$ cat src/rtl/serial_shift_alu.sv
`default_nettype none
// ============================================================================
// Module   : serial_shift_alu
// Purpose  : Execution-stage ALU with valid/ready handshakes on both sides.
//            Logic, arithmetic and compare ops finish in one cycle; shifts
//            are performed one bit per cycle on a serial shifter so that no
//            barrel shifter is needed.
// Revision : 1.0 - initial release
// ============================================================================
module serial_shift_alu #(
  parameter int WIDTH = 32,
  parameter int SHW   = 5    // must equal log2(WIDTH)
) (
  input  logic             clk,
  input  logic             rst_n,
  input  logic             in_valid,
  output logic             in_ready,
  input  logic [3:0]       alu_op,
  input  logic [WIDTH-1:0] op_a,
  input  logic [WIDTH-1:0] op_b,
  input  logic             kill,
  output logic             out_valid,
  input  logic             out_ready,
  output logic [WIDTH-1:0] result,
  output logic             zero,
  output logic             busy
);

  // Operation codes produced by the ALU control decoder
  localparam logic [3:0] c_OP_AND  = 4'b0000;
  localparam logic [3:0] c_OP_OR   = 4'b0001;
  localparam logic [3:0] c_OP_ADD  = 4'b0010;
  localparam logic [3:0] c_OP_XOR  = 4'b0011;
  localparam logic [3:0] c_OP_SLL  = 4'b0100;
  localparam logic [3:0] c_OP_SRL  = 4'b0101;
  localparam logic [3:0] c_OP_SUB  = 4'b0110;
  localparam logic [3:0] c_OP_SRA  = 4'b0111;
  localparam logic [3:0] c_OP_SLT  = 4'b1000;
  localparam logic [3:0] c_OP_SLTU = 4'b1001;

  // Control states
  localparam logic [1:0] c_IDLE  = 2'd0;
  localparam logic [1:0] c_SHIFT = 2'd1;
  localparam logic [1:0] c_DONE  = 2'd2;

  localparam logic [SHW-1:0] c_CNT_ONE = SHW'(1);

  logic [1:0]       r_state;
  logic [WIDTH-1:0] r_result;   // doubles as the shift accumulator
  logic             r_zero;
  logic [SHW-1:0]   r_cnt;      // remaining shift steps
  logic [3:0]       r_op;       // captured op, selects shift direction/fill

  logic [WIDTH-1:0] w_alu;
  logic [WIDTH-1:0] w_step;
  logic [SHW-1:0]   w_shamt;
  logic             w_is_shift;
  logic             w_start_shift;
  logic             w_slt;
  logic             w_sltu;

  assign w_shamt       = op_b[SHW-1:0];
  assign w_is_shift    = (alu_op == c_OP_SLL) || (alu_op == c_OP_SRL) ||
                         (alu_op == c_OP_SRA);
  // A zero-distance shift is just a pass-through and takes the 1-cycle path
  assign w_start_shift = w_is_shift && (w_shamt != '0);
  assign w_slt         = $signed(op_a) < $signed(op_b);
  assign w_sltu        = op_a < op_b;

  // Single-cycle datapath; shifts yield op_a here (used only for shamt == 0)
  always_comb begin
    w_alu = op_a + op_b;
    case (alu_op)
      c_OP_ADD:  w_alu = op_a + op_b;
      c_OP_SUB:  w_alu = op_a - op_b;
      c_OP_AND:  w_alu = op_a & op_b;
      c_OP_OR:   w_alu = op_a | op_b;
      c_OP_XOR:  w_alu = op_a ^ op_b;
      c_OP_SLT:  w_alu = {{(WIDTH-1){1'b0}}, w_slt};
      c_OP_SLTU: w_alu = {{(WIDTH-1){1'b0}}, w_sltu};
      c_OP_SLL,
      c_OP_SRL,
      c_OP_SRA:  w_alu = op_a;
      default:   w_alu = op_a + op_b;   // unlisted codes behave as ADD
    endcase
  end

  // One-bit step of the serial shifter applied to the accumulator
  always_comb begin
    w_step = r_result;
    case (r_op)
      c_OP_SLL: w_step = {r_result[WIDTH-2:0], 1'b0};
      c_OP_SRL: w_step = {1'b0, r_result[WIDTH-1:1]};
      c_OP_SRA: w_step = {r_result[WIDTH-1], r_result[WIDTH-1:1]};
      default:  w_step = r_result;
    endcase
  end

  // Control FSM plus result/zero/counter registers; kill overrides everything
  // except reset, and result/zero simply keep their value when killed
  always_ff @(posedge clk or negedge rst_n) begin
    if (!rst_n) begin
      r_state  <= c_IDLE;
      r_result <= '0;
      r_zero   <= 1'b0;
      r_cnt    <= '0;
      r_op     <= c_OP_ADD;
    end else if (kill) begin
      r_state <= c_IDLE;
    end else begin
      case (r_state)
        c_IDLE: begin
          if (in_valid) begin
            r_op <= alu_op;
            if (w_start_shift) begin
              r_result <= op_a;
              r_zero   <= (op_a == '0);
              r_cnt    <= w_shamt;
              r_state  <= c_SHIFT;
            end else begin
              r_result <= w_alu;
              r_zero   <= (w_alu == '0);
              r_state  <= c_DONE;
            end
          end
        end
        c_SHIFT: begin
          r_result <= w_step;
          r_zero   <= (w_step == '0);
          r_cnt    <= r_cnt - c_CNT_ONE;
          if (r_cnt == c_CNT_ONE) begin
            r_state <= c_DONE;
          end
        end
        c_DONE: begin
          if (out_ready) begin
            r_state <= c_IDLE;
          end
        end
        default: r_state <= c_IDLE;
      endcase
    end
  end

  assign in_ready  = (r_state == c_IDLE);
  assign out_valid = (r_state == c_DONE);
  assign busy      = (r_state == c_SHIFT) || (r_state == c_DONE);
  assign result    = r_result;
  assign zero      = r_zero;

endmodule
`default_nettype wire

$ cat config.mk
export PLATFORM = sky130hd
export DESIGN_NAME = serial_shift_alu
export DESIGN_NICKNAME = d
export VERILOG_FILES = /design/src/rtl/serial_shift_alu.sv
export SDC_FILE = /design/constraint.sdc
export NUM_CORES = 1
export LEC_CHECK = 0
export ABC_AREA = 1
export CELL_PAD_IN_SITES_DETAIL_PLACEMENT = 2
export CELL_PAD_IN_SITES_GLOBAL_PLACEMENT = 2
export CORE_ASPECT_RATIO = 0.75
export CORE_UTILIZATION = 27
export CTS_CLUSTER_SIZE = 12
export DETAILED_ROUTE_END_ITERATION = 8
export GPL_ROUTABILITY_DRIVEN = 0
export PLACE_DENSITY = 0.87
export SLEW_MARGIN = 20
export SYNTH_ARGS = -nofsm -noshare
export SYNTH_HDL_FRONTEND = slang
export SYNTH_SLANG_ARGS = --single-unit
$ cat constraint.sdc
create_clock -name clk -period 1.8 [get_ports clk]
set_input_delay 0.54 -clock clk [delete_from_list [all_inputs] [get_ports clk]]
set_output_delay 0.54 -clock clk [all_outputs]
set_load 0.02 [all_outputs]
==> flow_summary.yaml, run 1 <==
logic_synthesis:
  synthesis.area_um2: 9610
  synth_cell_types: 43
  async_flop_share_pct: 100
  syn_area_per_cell_um2: 5.48
  synth_fp_nets: 1928
  synth_warnings: 0
  ys_ff_latch: 44
  yosysSeqAreaShare_pct: 11.5
  synth-edff-count: 0
  synth_ff_type: "dfrtp_1"
  synthCells: 1752
clocking:
  htreeDepth: 2
  cts_sinks: 44
  root_buffer: "clkbuf_16"
  clock_tree.buffer_depth: 2
  ctsResizeCount: 1115
  cts_buffers: 5
  ctsHoldBuffers: 0
  cts_setup_buffers: 144
floorplan:
  start_util_pct: 27.6
  dieWidth_um: 220
  die_h_um: 165
  io_pins: 109
  num_rows: 59
status:
  firstError: "[ERROR DPL-0033] detailed placement checks failed during check placement."
  stop_stage: "4_1_cts"
  status: "did not finish"
place:
  dpl.hpwl_mm: 54.3
  port_buffers: 108
-- cell usage after synthesis, types with 3 or more instances --
| cell type | number | area (um2) |
|---|---|---|
| a21oi_1 | 86 | 430 |
| a221oi_1 | 23 | 201 |
| buf_1 | 3 | 11.3 |
| buf_2 | 27 | 135 |
| buf_4 | 15 | 113 |
| buf_6 | 6 | 67.6 |
| clkbuf_1 | 13 | 48.8 |
| dfrtp_1 | 43 | 1080 |
| ha_1 | 101 | 1260 |
| inv_1 | 369 | 1390 |
| inv_2 | 9 | 33.8 |
| nand2_1 | 523 | 1960 |
| nand2_2 | 5 | 31.3 |
| nand3_1 | 143 | 716 |
| nand4_1 | 26 | 163 |
| nor2_1 | 138 | 518 |
| nor2_2 | 15 | 93.8 |
| nor3_1 | 12 | 60.1 |
| o211ai_1 | 18 | 135 |
| o21ai_0 | 75 | 375 |
| o21bai_1 | 4 | 30.0 |
| o221ai_1 | 7 | 61.3 |
| o22ai_1 | 62 | 388 |
| xor2_1 | 4 | 35.0 |
-- logic make-up after synthesis --
family / after synthesis / share of synthesized area, %
adders and majority gates: 103 / 13.6
AOI/OAI and AO/OA: 283 / 17.6
DFF: 44 / 11.5
xor gates and xnor gates: 5 / 0.456
and+or+nand+nor: 875 / 38.2
buffers and inverters: 442 / 18.7
-- stage by stage --
stage,area (um2),setup TNS (ns),setup slack (ns),std cells,hold WS (ns)
after floorplan,10300,-7.61,-0.557,1752,0.244
after global placement,14300,-50.42,-1.91,2607,0.479
after detailed placement,14300,-60.68,-2.25,2607,0.514
==> inputs of run 2 (changes only) <==
==> config.mk (replaced) <==
export PLATFORM = sky130hd
export DESIGN_NAME = serial_shift_alu
export DESIGN_NICKNAME = d
export VERILOG_FILES = /design/src/rtl/serial_shift_alu.sv
export SDC_FILE = /design/constraint.sdc
export NUM_CORES = 1
export LEC_CHECK = 0
export ABC_AREA = 1
export CORE_UTILIZATION = 35
export DETAILED_ROUTE_END_ITERATION = 8
export GPL_ROUTABILITY_DRIVEN = 0
export PLACE_DENSITY_LB_ADDON = 0.15
export SLEW_MARGIN = 20
export SYNTH_ARGS = -nofsm -noshare
export SYNTH_HDL_FRONTEND = slang
export SYNTH_SLANG_ARGS = --single-unit
==> constraint.sdc (replaced) <==
create_clock -name clk -period 2.3 [get_ports clk]
set_input_delay 0.69 -clock clk [delete_from_list [all_inputs] [get_ports clk]]
set_output_delay 0.69 -clock clk [all_outputs]
set_load 0.02 [all_outputs]
==> run 2 against run 1 <==
  * The flow now finishes, with violations (setup timing)
  * Synthesized cell count unchanged
  * Area after synthesis stayed put
==> flow_summary.yaml, run 2 <==
finish:
  synthToLayoutAreaGrowth_pct: 87.1
  final_cell_mix: "buf_4 (351), nand2_1 (290), inv_1 (252), nand2_2 (167)"
  final_common_cell: "buf_4"
  nNetsFinal: 2427
  n_fill_cell: 2155
  diodes: 0
  drive_gt1_share_pct: 53.9
  largest_register_ffs: 32
place:
  dpl.hpwl_mm: 31.8
  place_ws_ns: -1.45
  port_buffers: 108
grt:
  grt_pass1_vias: 12700
  grt_use_total_pct: 29.1
  grt_pass1_wl_mm: 65.3
  grt_max_degree: 52
  overflow: 0
  antenna_found_initial: 0
sta:
  skew_ns: 0.00477
  finalSetupViolCount: 30
  fin_ws_ns: -0.443
  rsz0062_at_grt: "yes"
  maxSlewHeadroom_pct: 57.1
  drv_slew: 0
  worst_slew_pin_slew_ns: 0.643
  fin_crit_ns: 2.74
  fmax_mhz: 365
  post-route-period-util_pct: 119
  hold_viol_final: 0
clocking:
  ctsHoldBuffers: 0
  cts_sinks: 44
  root_buffer: "clkbuf_16"
  cts_buffers: 5
  cts_tree: "built"
  clock_tree.buffer_depth: 2
  path_clk_slew_ns: 0.06
  htreeDepth: 2
  insertion_delay_ns: 0.29
power:
  total_power_mw: 8.83
  p_per_area_nw_per_um2: 491
  ir_drop_mv: 0.354
  p_leak_nw: 9.22
critical_path:
  crit_arrival_ns: 2.96
  r2r_slack_ns: 0.14
  slowest_delay_ns: 0.41
  crit_family: "simple AND/OR/NAND/NOR gates"
  timing.rr.end: "zero"
  crit_fanout: 3
  required_ns: 2.52
  slowest_stage: "fa_2"
  worst-path-buf-inv: 3
  cp_cell_sequence: "buf_12, inv_12, ha_4, inv_4, fa_2, nand2_4, nand2_4, nand3_4, nand2_4, nand2_4, nand3_2, nand3_2, nand3_2, nor2_2, nand2_1, nor2_1, nand3_1, nor2_2, nand4_1, a21oi_2"
  start_kind: "input pin"
  critPathMostFrequentCell: "nand2_4"
  crit_type: "input pin to flop"
  r2r_start: "r_op[1]"
  r2r_cells: 12
  end_kind: "flop"
logic_synthesis:
  synthCells: 1752
  async_flop_share_pct: 100
  ys_ff_latch: 44
  synth_warnings: 0
  synth_top_area_share_pct: 20.4
  synth-edff-count: 0
  synth_fp_nets: 1928
  synthAdderAreaFrac_pct: 13.6
  syn_area_per_cell_um2: 5.48
  synth_cell_types: 43
  synth.area.mux_share_pct: 0
  yosysSeqAreaShare_pct: 11.5
  synth.largest_area_cell: "nand2_1"
  yosys-top-cells-area: "nand2_1 (20%), inv_1 (14%), ha_1 (13%), dfrtp_1 (11%), nand3_1 (7.5%)"
  synthesis.area_um2: 9610
  synth_common_cells: "nand2_1 (523), inv_1 (369), nand3_1 (143)"
  yosys.area_share.simple_pct: 38.2
  synth_top_family_by_area: "simple AND/OR/NAND/NOR gates"
  synth_ff_type: "dfrtp_1"
  synthXorXnorAreaFrac_pct: 0.456
  yosys.cell_count.top_type: "nand2_1"
  synth_compound_area_share_pct: 17.6
route:
  drt-total-wl_mm: 45.0
  num_vias: 13900
  drc: 0
  vias_per_cell: 5.38
  drtAntennaViolNets: 0
  drt_first_iter_violations: 1544
  drt-pass1-iter-count: 6
  wl_per_cell_um: 17.4
status:
  violations: "setup timing"
  status: "finished with violations"
floorplan:
  num_rows: 60
  start_util_pct: 35.6
  dieWidth_um: 168
  io_pins: 109
  coreArea_um2: 27000
  die_h_um: 168
  die_area_um2: 28100
run:
  cap_violations: 0
worst_hold_path:
  hp-class: "input pin to asynchronous set/reset pin"
==> run 2: cell counts after synthesis <==
Identical to the previous run, type by type.
==> run 2: timing repair <==
item	CTS	global route
pin swaps	251	224
buffers inserted	74	48
gates cloned	1	0
endpoints found under the setup margin	40	37
resized for setup	890	405
==> run 2: metrics by stage <==
stage                     TNS [ns]  std cells  util [%]  hold WS, ns  cell area (um2)
final                        -5.23       2593      66.7        0.240            18000
after global routing         -7.98       2593      66.7        0.258            18000
after CTS                    -4.51       2555      61.0        0.245            16500
after detailed placement    -36.78       2477      50.0        0.476            13500
after global placement      -36.28       2477      50.0        0.466            13500
after floorplan             -0.357       1752         -        0.394             9690
==> run 2: layer usage <==
| metal | up-vias | wire, um | track usage [%] |
|---|---|---|---|
| met1 | 6452 | 18300 | 38.5 |
| met3 | 180 | 3660 | 2.81 |
| met4 | 0 | 2430 | 11.9 |
| met2 | 728 | 20700 | 48.3 |
| li1 | 6579 | - | - |
| met5 | - | 0 | 0 |
==> run 2: how the worst max path moves through the flow <==
stage / startpoint / end / slack [ns] / cells past startpoint
after global placement: op_a[6] / zero / -1.46 / 19
after global routing: op_a[0] / zero / -0.50 / 20
final: op_a[0] / zero / -0.44 / 20
after floorplan: op_a[0] / zero / -0.21 / 19
after CTS: op_a[0] / zero / -0.40 / 21
after detailed placement: op_a[6] / zero / -1.45 / 19
==> run 2: logic make-up after synthesis <==
group	Yosys count
flops	44
fa+ha+maj	103
compound gates	283
buf+inv	442
simple gates	875
xor+xnor	5
==> run 2: final cells by class <==
class	instances	area [um2]	area share [%]
Tap cell	341	427	2.37
Timing Repair Buffer	556	4880	27.1
Clock buffer	8	146	0.814
Inverter	378	1490	8.27
Sequential cell	44	1100	6.13
Multi-Input combinational cell	1266	9940	55.3
==> run 2: power breakdown <==
| part | total, mW | switching [mW] | internal [mW] | leakage, nW |
|---|---|---|---|---|
| Combinational | 6.69 | 3.72 | 2.97 | 8.60 |
| Clock | 0.725 | 0.292 | 0.434 | 0.0712 |
| Sequential | 1.41 | 0.290 | 1.12 | 0.550 |
(Power assumes the default switching activity.)
==> inputs of run 3 (changes only) <==
--- a/config.mk
+++ b/config.mk
@@ -6,7 +6,9 @@
 export NUM_CORES = 1
 export LEC_CHECK = 0
 export ABC_AREA = 1
+export ABC_CLOCK_PERIOD_IN_PS = 2300
 export CORE_UTILIZATION = 35
+export CTS_CLUSTER_DIAMETER = 200
 export DETAILED_ROUTE_END_ITERATION = 8
 export GPL_ROUTABILITY_DRIVEN = 0
 export PLACE_DENSITY_LB_ADDON = 0.15
==> results of run 3 <==
Final layout, timing and power as in run 2 (identical DEF).
